**src/rtl/bsg_fpu_cmp_pkg.sv**
```systemverilog
// bsg_fpu_cmp_pkg: shared op encoding, operand classification and canonical qNaN helper
package bsg_fpu_cmp_pkg;
  typedef enum logic [2:0] {
    e_cmp_eq  = 3'd0,
    e_cmp_lt  = 3'd1,
    e_cmp_le  = 3'd2,
    e_cmp_min = 3'd3,
    e_cmp_max = 3'd4
  } bsg_fpu_cmp_op_e;
  typedef struct packed {
    logic zero;
    logic nan;
    logic snan;
    logic sign;
  } cls_s;
  // Positive quiet NaN: exponent all ones, only the mantissa msb set
  function automatic logic [63:0] canon_qnan(input int e, input int m);
    logic [63:0] r;
    r = '0;
    for (int i = 0; i < e; i++) r[m+i] = 1'b1;
    r[m-1] = 1'b1;
    return r;
  endfunction
endpackage

```
**src/rtl/bsg_fpu_cmp_pipe_if.sv**
```systemverilog
// bsg_fpu_cmp_pipe_if: operand/result handshake bundle of the compare pipe
interface bsg_fpu_cmp_pipe_if #(parameter int e_p = 8, parameter int m_p = 23);
  localparam int width_lp = e_p + m_p + 1;
  logic                v_i;
  logic                ready_o;
  logic [width_lp-1:0] a_i;
  logic [width_lp-1:0] b_i;
  logic [2:0]          op_i;
  logic                v_o;
  logic                yumi_i;
  logic [width_lp-1:0] data_o;
  logic                flag_o;
  logic                invalid_o;
  logic                invalid_sticky_o;
  logic                clear_sticky_i;
  modport master (output v_i, a_i, b_i, op_i, yumi_i, clear_sticky_i,
                  input ready_o, v_o, data_o, flag_o, invalid_o, invalid_sticky_o);
  modport slave  (input v_i, a_i, b_i, op_i, yumi_i, clear_sticky_i,
                  output ready_o, v_o, data_o, flag_o, invalid_o, invalid_sticky_o);
endinterface

```
**src/rtl/bsg_fpu_cmp_pipe_classify.sv**
```systemverilog
// bsg_fpu_classify: combinational zero/NaN/sNaN/sign decode of one operand
module bsg_fpu_classify
  import bsg_fpu_cmp_pkg::*;
#(parameter int e_p = 8, parameter int m_p = 23)
(
  input  logic [e_p+m_p:0] x_i,
  output cls_s             cls_o
);
  always_comb begin
    cls_o.sign = x_i[e_p+m_p];
    cls_o.nan  = (&x_i[e_p+m_p-1:m_p]) & (|x_i[m_p-1:0]);
    cls_o.snan = cls_o.nan & !x_i[m_p-1];
    cls_o.zero = ~|x_i[e_p+m_p-1:0];
  end
endmodule

```
**src/rtl/bsg_fpu_cmp_pipe.sv**
```systemverilog
// bsg_fpu_cmp_pipe: 2-stage IEEE-754 EQ/LT/LE/MIN/MAX unit with sticky invalid flag
module bsg_fpu_cmp_pipe
  import bsg_fpu_cmp_pkg::*;
#(parameter int e_p = 8, parameter int m_p = 23)
(
  input logic               clk_i,
  input logic               reset_i,
  bsg_fpu_cmp_pipe_if.slave io
);
  localparam int width_lp = e_p + m_p + 1;
  localparam logic [width_lp-1:0] qnan_lp = width_lp'(canon_qnan(e_p, m_p));
  typedef struct packed {
    logic [width_lp-1:0] a;
    logic [width_lp-1:0] b;
    bsg_fpu_cmp_op_e     op;
    cls_s                a_cls;
    cls_s                b_cls;
  } s1_s;
  cls_s a_cls, b_cls;
  s1_s s1_d, s1_q;
  logic s1_v_d, s1_v_q, s2_v_d, s2_v_q, s1_adv, s2_adv;
  logic [width_lp-1:0] data_d, data_q;
  logic flag_d, flag_q, inv_d, inv_q, sticky_d, sticky_q;
  logic mag_lt, bit_eq, lt_raw, le_raw, any_nan, both_nan, both_zero, any_snan, is_mm;
  logic [width_lp-1:0] zero_v, sel_v, mm_v, res_data;
  logic res_flag, res_inv;
  bsg_fpu_classify #(.e_p(e_p), .m_p(m_p)) cls_a (.x_i(io.a_i), .cls_o(a_cls));
  bsg_fpu_classify #(.e_p(e_p), .m_p(m_p)) cls_b (.x_i(io.b_i), .cls_o(b_cls));
  always_comb begin
    mag_lt    = s1_q.a[width_lp-2:0] < s1_q.b[width_lp-2:0];
    bit_eq    = s1_q.a == s1_q.b;
    lt_raw    = s1_q.a_cls.sign ? (s1_q.b_cls.sign ? (!mag_lt & !bit_eq) : 1'b1)
                                : (s1_q.b_cls.sign ? 1'b0 : mag_lt);
    le_raw    = lt_raw | bit_eq;
    any_nan   = s1_q.a_cls.nan | s1_q.b_cls.nan;
    both_nan  = s1_q.a_cls.nan & s1_q.b_cls.nan;
    both_zero = s1_q.a_cls.zero & s1_q.b_cls.zero;
    any_snan  = s1_q.a_cls.snan | s1_q.b_cls.snan;
    is_mm     = (s1_q.op == e_cmp_min) | (s1_q.op == e_cmp_max);
    zero_v    = '0;
    zero_v[width_lp-1] = (s1_q.op == e_cmp_max) ? (s1_q.a_cls.sign & s1_q.b_cls.sign)
                                                : (s1_q.a_cls.sign | s1_q.b_cls.sign);
    // MIN picks a when a<b, MAX picks a when !(a<b)
    sel_v     = (lt_raw ^ (s1_q.op == e_cmp_max)) ? s1_q.a : s1_q.b;
    mm_v      = both_nan ? qnan_lp : s1_q.a_cls.nan ? s1_q.b : s1_q.b_cls.nan ? s1_q.a
              : both_zero ? zero_v : sel_v;
    res_flag  = (s1_q.op == e_cmp_eq) ? (!any_nan & (both_zero | bit_eq))
              : (s1_q.op == e_cmp_lt) ? (!any_nan & !both_zero & lt_raw)
              : (s1_q.op == e_cmp_le) ? (!any_nan & (both_zero | le_raw)) : 1'b0;
    res_inv   = ((s1_q.op == e_cmp_eq) | is_mm) ? any_snan
              : ((s1_q.op == e_cmp_lt) | (s1_q.op == e_cmp_le)) ? any_nan : 1'b0;
    res_data  = is_mm ? mm_v : {{(width_lp-1){1'b0}}, res_flag};
  end
  always_comb begin
    s2_adv   = !s2_v_q | io.yumi_i;
    s1_adv   = !s1_v_q | s2_adv;
    s1_v_d   = s1_adv ? io.v_i : s1_v_q;
    s1_d     = s1_adv ? s1_s'{a: io.a_i, b: io.b_i, op: bsg_fpu_cmp_op_e'(io.op_i),
                              a_cls: a_cls, b_cls: b_cls} : s1_q;
    s2_v_d   = s2_adv ? s1_v_q : s2_v_q;
    data_d   = s2_adv ? res_data : data_q;
    flag_d   = s2_adv ? res_flag : flag_q;
    inv_d    = s2_adv ? res_inv : inv_q;
    sticky_d = (s2_v_q & io.yumi_i & inv_q) | (sticky_q & !io.clear_sticky_i);
  end
  always_ff @(posedge clk_i) begin
    if (reset_i) begin
      s1_v_q   <= 1'b0;
      s1_q     <= '0;
      s2_v_q   <= 1'b0;
      data_q   <= '0;
      flag_q   <= 1'b0;
      inv_q    <= 1'b0;
      sticky_q <= 1'b0;
    end else begin
      s1_v_q   <= s1_v_d;
      s1_q     <= s1_d;
      s2_v_q   <= s2_v_d;
      data_q   <= data_d;
      flag_q   <= flag_d;
      inv_q    <= inv_d;
      sticky_q <= sticky_d;
    end
  end
  assign io.ready_o          = s1_adv;
  assign io.v_o              = s2_v_q;
  assign io.data_o           = data_q;
  assign io.flag_o           = flag_q;
  assign io.invalid_o        = inv_q;
  assign io.invalid_sticky_o = sticky_q;
endmodule

```
**src/flat_wrapper.sv**
```systemverilog
// flat-port wrapper written by rule: the top's interface ports become plain ports
module bsg_fpu_cmp_pipe_flat import bsg_fpu_cmp_pkg::*;
#(parameter int e_p = 8, parameter int m_p = 23)
  (clk_i, reset_i, io_v_i, io_a_i, io_b_i, io_op_i, io_yumi_i, io_clear_sticky_i, io_ready_o, io_v_o, io_data_o, io_flag_o, io_invalid_o, io_invalid_sticky_o);
  bsg_fpu_cmp_pipe_if #(.e_p(e_p), .m_p(m_p)) io_i ();
  input logic clk_i;
  input logic reset_i;
  input wire logic [$bits(io_i.v_i)-1:0] io_v_i;
  input wire logic [$bits(io_i.a_i)-1:0] io_a_i;
  input wire logic [$bits(io_i.b_i)-1:0] io_b_i;
  input wire logic [$bits(io_i.op_i)-1:0] io_op_i;
  input wire logic [$bits(io_i.yumi_i)-1:0] io_yumi_i;
  input wire logic [$bits(io_i.clear_sticky_i)-1:0] io_clear_sticky_i;
  output wire logic [$bits(io_i.ready_o)-1:0] io_ready_o;
  output wire logic [$bits(io_i.v_o)-1:0] io_v_o;
  output wire logic [$bits(io_i.data_o)-1:0] io_data_o;
  output wire logic [$bits(io_i.flag_o)-1:0] io_flag_o;
  output wire logic [$bits(io_i.invalid_o)-1:0] io_invalid_o;
  output wire logic [$bits(io_i.invalid_sticky_o)-1:0] io_invalid_sticky_o;
  assign io_i.v_i = io_v_i;
  assign io_i.a_i = io_a_i;
  assign io_i.b_i = io_b_i;
  assign io_i.op_i = io_op_i;
  assign io_i.yumi_i = io_yumi_i;
  assign io_i.clear_sticky_i = io_clear_sticky_i;
  assign io_ready_o = io_i.ready_o;
  assign io_v_o = io_i.v_o;
  assign io_data_o = io_i.data_o;
  assign io_flag_o = io_i.flag_o;
  assign io_invalid_o = io_i.invalid_o;
  assign io_invalid_sticky_o = io_i.invalid_sticky_o;
  bsg_fpu_cmp_pipe #(.e_p(e_p), .m_p(m_p)) u_core (.clk_i(clk_i), .reset_i(reset_i), .io(io_i));
endmodule
```
**config.mk**
```make
export PLATFORM = sky130hd
export DESIGN_NAME = bsg_fpu_cmp_pipe_flat
export DESIGN_NICKNAME = d
export VERILOG_FILES = /design/src/rtl/bsg_fpu_cmp_pkg.sv /design/src/rtl/bsg_fpu_cmp_pipe_if.sv /design/src/rtl/bsg_fpu_cmp_pipe_classify.sv /design/src/rtl/bsg_fpu_cmp_pipe.sv /design/src/flat_wrapper.sv
export SDC_FILE = /design/constraint.sdc
export NUM_CORES = 1
export LEC_CHECK = 0
export CORE_MARGIN = 1
export CORE_UTILIZATION = 55
export CTS_CLUSTER_DIAMETER = 120
export DETAILED_ROUTE_END_ITERATION = 8
export PLACE_DENSITY = 0.79
export SKIP_CTS_REPAIR_TIMING = 1
export SLEW_MARGIN = 20
export SYNTH_ARGS = -nofsm -noshare
export SYNTH_HDL_FRONTEND = slang
export SYNTH_HIERARCHICAL = 1
export SYNTH_SLANG_ARGS = --single-unit
```
**constraint.sdc**
```tcl
create_clock -name clk_i -period 5.6 [get_ports clk_i]
set_clock_uncertainty 0.15 [all_clocks]
set_input_delay 0.56 -clock clk_i [delete_from_list [all_inputs] [get_ports clk_i]]
set_output_delay 0.56 -clock clk_i [all_outputs]
set_load 0.01 [all_outputs]
```
### Word-level counts from Yosys, hierarchy flattened

Cells that the tools add are included.

* reduce and logical (&&, ||, !) cells: 18
* magnitude comparators: 1
* muxes and demuxes: 15
* bitwise gates (word level): 28
* equality and inequality tests: 5

Operator list (number)
* $mux W32: 6
* $reduce_or A31 Y1: 2
* $reduce_or A23 Y1: 2
* $eq A32 B32 Y1: 1
* $lt A31 B31 Y1: 1
* $reduce_and A8 Y1: 2
* $and A1 B1 Y1: 15
* $or A1 B1 Y1: 12
* $logic_not A1 Y1: 11
* $mux W1: 9
* $eq A3 B2 Y1 const B: 2
* $eq A3 B1 Y1 const B: 1
* $eq A3 B3 Y1 const B: 1
* $logic_not A3 Y1: 1
* $xor A1 B1 Y1: 1

* input bits: 72
* output and inout bits: 37
* flip-flop bits (word level): 112
* word-level logic and storage cells: 84

### Depth between registers and ports, before layout

* depth after elaboration: 12
* depth in mapped cells: 13
* mapped depth without buffers: 10

### By module

Netlist, hierarchy kept.

By module, submodules not included
* bsg_fpu_cmp_pipe: sequential area each 2242.2 µm², instances 1, cells an instance 754, area each 5741.8 µm²
* bsg_fpu_classify: sequential area each 0.0 µm², instances 2, cells an instance 16, area each 115.1 µm²

### Least setup slack after synthesis

OpenSTA, ideal clock, no wires.

* path kind: reg-to-reg
* start point: register u_core/s1_q[40] in the netlist's numbering
* end point: register u_core.data_q[0], in the netlist u_core/io.data_o[0]
* stages on the path, launching flop included: 12
* arrival time: 2708 ps
* path slack: 2612 ps
* buffers on the path: 1
* library setup time: 130 ps
* clock period less this slack: 2988 ps
* required time: 5320 ps
* cell sequence: dfxtp_1 -> inv_1 -> ha_1 -> nand4_2 -> or4_4 -> nor3b_2 -> a211o_1 -> and3_1 -> buf_6 -> o2111ai_4 -> a2111oi_2 -> o22ai_1

* longest elaborated chain between the ends: 12
* elaborated cells between the ends (all ways): 24
* classes of those cells: order compare (1); eq/ne (1); mux (12); bitwise (8); reduce/logical (2)

RTL lines
* from (decl): line bsg_fpu_cmp_pipe.sv:20 `s1_s s1_d, s1_q;`
* from (signal assigned): line bsg_fpu_cmp_pipe.sv:69 `s1_q <= '0;`
* from (signal assigned): line bsg_fpu_cmp_pipe.sv:77 `s1_q <= s1_d;`
* $lt A31 B31 Y1 or $eq A32 B32 Y1 (tied branches): line bsg_fpu_cmp_pipe.sv:30, bsg_fpu_cmp_pipe.sv:31
* $logic_not A1 Y1: line bsg_fpu_cmp_pipe.sv:32 `lt_raw = s1_q.a_cls.sign ? (s1_q.b_cls.sign ? (!mag_lt & !bit_eq) : 1'b1)`
* $and A1 B1 Y1: line bsg_fpu_cmp_pipe.sv:32
* $mux W1 (2 in series): line bsg_fpu_cmp_pipe.sv:32
* $or A1 B1 Y1 or $xor A1 B1 Y1 (tied branches): line bsg_fpu_cmp_pipe.sv:34, bsg_fpu_cmp_pipe.sv:44
* $or A1 B1 Y1 or $mux W32 (tied branches): line bsg_fpu_cmp_pipe.sv:49, bsg_fpu_cmp_pipe.sv:44
* $and A1 B1 Y1 or $mux W32 (tied branches): line bsg_fpu_cmp_pipe.sv:49, bsg_fpu_cmp_pipe.sv:46
* $mux W1 or $mux W32 (tied branches): line bsg_fpu_cmp_pipe.sv:49, bsg_fpu_cmp_pipe.sv:45
* $mux W1 or $mux W32 (tied branches): line bsg_fpu_cmp_pipe.sv:48, bsg_fpu_cmp_pipe.sv:45
* $mux W1 or $mux W32 (tied branches): line bsg_fpu_cmp_pipe.sv:47, bsg_fpu_cmp_pipe.sv:45
* $mux W32 *: line bsg_fpu_cmp_pipe.sv:52 `res_data = is_mm ? mm_v : {{(width_lp-1){1'b0}}, res_flag};`
* to (signal assigned): line bsg_fpu_cmp_pipe.sv:79 `data_q <= data_d;`
* to (decl): line bsg_fpu_cmp_pipe.sv:22 `logic [width_lp-1:0] data_d, data_q;`

Every way passes the cells marked *; elsewhere a longest branch is shown, timed or not.
A chain may end at the register's enable or synchronous reset.

### Worst setup path after layout

* start point: register u_core/s1_q[19] in the netlist's numbering
* end point: register u_core.data_q[9], in the netlist u_core/io.data_o[9]

* longest elaborated chain between the ends: 12
* elaborated cells between the ends (all ways): 15
* classes of those cells: order compare (1); eq/ne (1); mux (9); bitwise (2); reduce/logical (2)

RTL lines
* $lt A31 B31 Y1 or $eq A32 B32 Y1 (tied branches): line bsg_fpu_cmp_pipe.sv:30, bsg_fpu_cmp_pipe.sv:31
* $logic_not A1 Y1: line bsg_fpu_cmp_pipe.sv:32
* $and A1 B1 Y1: line bsg_fpu_cmp_pipe.sv:32
* $mux W1: line bsg_fpu_cmp_pipe.sv:32
* $mux W1 *: line bsg_fpu_cmp_pipe.sv:32
* $xor A1 B1 Y1 *: line bsg_fpu_cmp_pipe.sv:44 `sel_v = (lt_raw ^ (s1_q.op == e_cmp_max)) ? s1_q.a : s1_q.b;`
* $mux W32 *: line bsg_fpu_cmp_pipe.sv:44
* $mux W32 *: line bsg_fpu_cmp_pipe.sv:46 `: both_zero ? zero_v : sel_v;`
* $mux W32 * (3 in series): line bsg_fpu_cmp_pipe.sv:45 `mm_v = both_nan ? qnan_lp : s1_q.a_cls.nan ? s1_q.b : s1_q.b_cls.nan ? s1_q.a`
* $mux W32 *: line bsg_fpu_cmp_pipe.sv:52

Marked as above.

==> summary.txt <==
Max-cap violations = 0
Rows = 37
Pwr Total = 1.63 mW
Initial Util = 0.573
gp weighted congestion = 0.916
worst vdd ir = 0.000119 V
TritonCTS buffer count = 9
synth warn = 6
status = finished clean
WP data arrival = 3.82 ns
Post-synth top flop = dfxtp_1
Post-DP HPWL = 12.9 mm
DRC viols = 0
CTS Root Cell = clkbuf_8
Post-Syn Area = 5970 um2
routed vias = 6104
critical path class = reg2reg
Initial DRC Count = 566
max-slew violation count = 0
number of enable flip-flop cells after synthesis = 0
total track usage = 0.324
Rel. slew slack = 0.310
initial antenna violation count = 0
fmax = 272 MHz
top cells by area, synth = dfxtp_1, nand2_1, a21oi_1
count leader, synth = nand2_1
Data required, critical path = 5.74 ns
Syn Inst Count = 786
router iterations before antenna repair = 6
FFs w/ async S/R, synth = 0
Hold/Removal Path Class = reg2reg
Die Span X = 106 um
overflow left after global routing = 0
Via density = 6.09
Die H = 106 um
Sink Count = 112
leakage power = 2.68 nW
Mean Syn Cell Area = 7.60 um2
routed length per instance = 18.0 um
die area = 11300 um2
pin count of the biggest net entering global routing = 77
I/O Buffers = 108
Startpoint Class = flop
Post-synth top cells = nand2_1, dfxtp_1, a21oi_1, inv_1, clkbuf_1
Power Density = 226 nW/um2
vias in the first global route = 5647
Final period util = 0.657
first-pass GRT wire length = 28.6 mm
Core ar. = 10400 um2
clock tree buffer depth = 2
H-tree levels = 3
layout net count = 964
TNS Setup = 0 ns
CTS tree = yes
RSZ-0062 raised after global routing = false
hold_ws = 0.305 ns
I/O pin total = 109
synthesized flop and latch total = 112
worst skew pair latency = 0.38 ns
worst-margin pin slew = 1.03 ns
P&R area growth vs syn = 20.9%
Final Util = 0.693
top-area cell type share of the netlist area = 0.375
CTS clock-pin slew for the worst setup and hold paths = 0.10 ns
Final Hold Viols = 0
min cycle time layout = 3.68 ns
Antenna diodes = 0
fraction of layout cells with a size suffix above 1 = 0.0566
syn nets = 889
post-synthesis sequential area ratio = 0.375
top cell type by total area after synthesis = dfxtp_1
Yosys cell types = 51
critical-path maximum fanout = 18
critical path capture point type = flop
Setup-failing EPs final = 0
DRT Wirelength = 18.1 mm
post-route ant nets = 0
-- cell usage in the layout, fill, tap and decap left out, types with 17 or more instances in the layout --
cell	instances
a21o_1	17
a21oi_1	108
clkdlybuf4s50_1	107
dfxtp_1	112
ha_1	31
inv_1	51
nand2_1	207
nand3_1	22
nor2_1	17
o21ai_0	25
-- layout make-up --
type / count / area, um2
multi-input combinational: 570 / 3300
fill: 908 / 3200
sequential: 112 / 2240
timing repair buffer: 115 / 1130
inverter: 53 / 199
tap: 136 / 170
clock buffer: 12 / 155
clock inverter: 4 / 27.5
-- layer usage --
| layer | vias up | part of all wire | GRT usage |
|---|---|---|---|
| met1 | 2869 | 0.43 | 0.432 |
| li1 | 2892 | - | - |
| met3 | 44 | 0.076 | 0.0417 |
| met5 | - | 0 | 0 |
| met4 | 0 | 0.023 | 0.124 |
| met2 | 299 | 0.47 | 0.532 |
-- registers in the layout, indices dropped and copies added, names as in the netlist --
name,count
u_core/s1_q,75
u_core/io.data_o,32
u_core/io.flag_o,1
u_core/io.invalid_o,1
u_core/io.invalid_sticky_o,1
u_core/io.v_o,1
u_core/s1_v_q,1
-- report_power, final --
part / internal (mW) / total (mW) / switching (mW)
Sequential: 0.832 / 0.866 / 0.0337
Clock: 0.188 / 0.464 / 0.276
Combinational: 0.132 / 0.304 / 0.172
-- path summary, 6_finish.rpt --
path | from | end | slack, ns | depth (start not counted)
worst max-delay path | u_core/s1_q[19] | u_core/io.data_o[9] | 1.92 | 10
worst min-delay path | u_core/s1_q[22] | u_core/s1_q[22] | 0.31 | 2
worst max register to register | u_core/s1_q[19] | u_core/io.data_o[9] | 1.92 | 10
worst min register to register | u_core/s1_q[22] | u_core/s1_q[22] | 0.31 | 2
-- through the flow --
step / instances / setup WS, ns / instance area [um2]
2_1_floorplan: 786 / 2.61 / 5970
3_3_place_gp: 986 / 2.08 / 7040
3_5_place_dp: 986 / 1.97 / 7040
4_1_cts: 1002 / 1.95 / 7220
5_1_grt: 1002 / 1.65 / 7220
6_report: 1002 / 1.92 / 7220
-- logic make-up (layout without fill, tap and decap cells) --
group	count (synthesis)	after routing	synth area share
buf+inv	104	184	0.0731
flops	112	112	0.375
compound gates	211	211	0.233
xor+xnor	2	2	0.00293
simple gates	325	325	0.249
fa+ha+maj	32	32	0.0666
-- worst max-delay path, stage by stage, from the launching register on --
cell	delay, ns
dfxtp_1	0.35
inv_1	0.06
ha_1	0.31
a211oi_1	0.23
o21ai_1	0.10
a211oi_1	0.43
a211oi_1	0.21
or4_1	0.55
o2111ai_4	0.56
nand3_4	0.37
o221ai_1	0.28
Note: power is estimated with default switching activity, not from simulation.
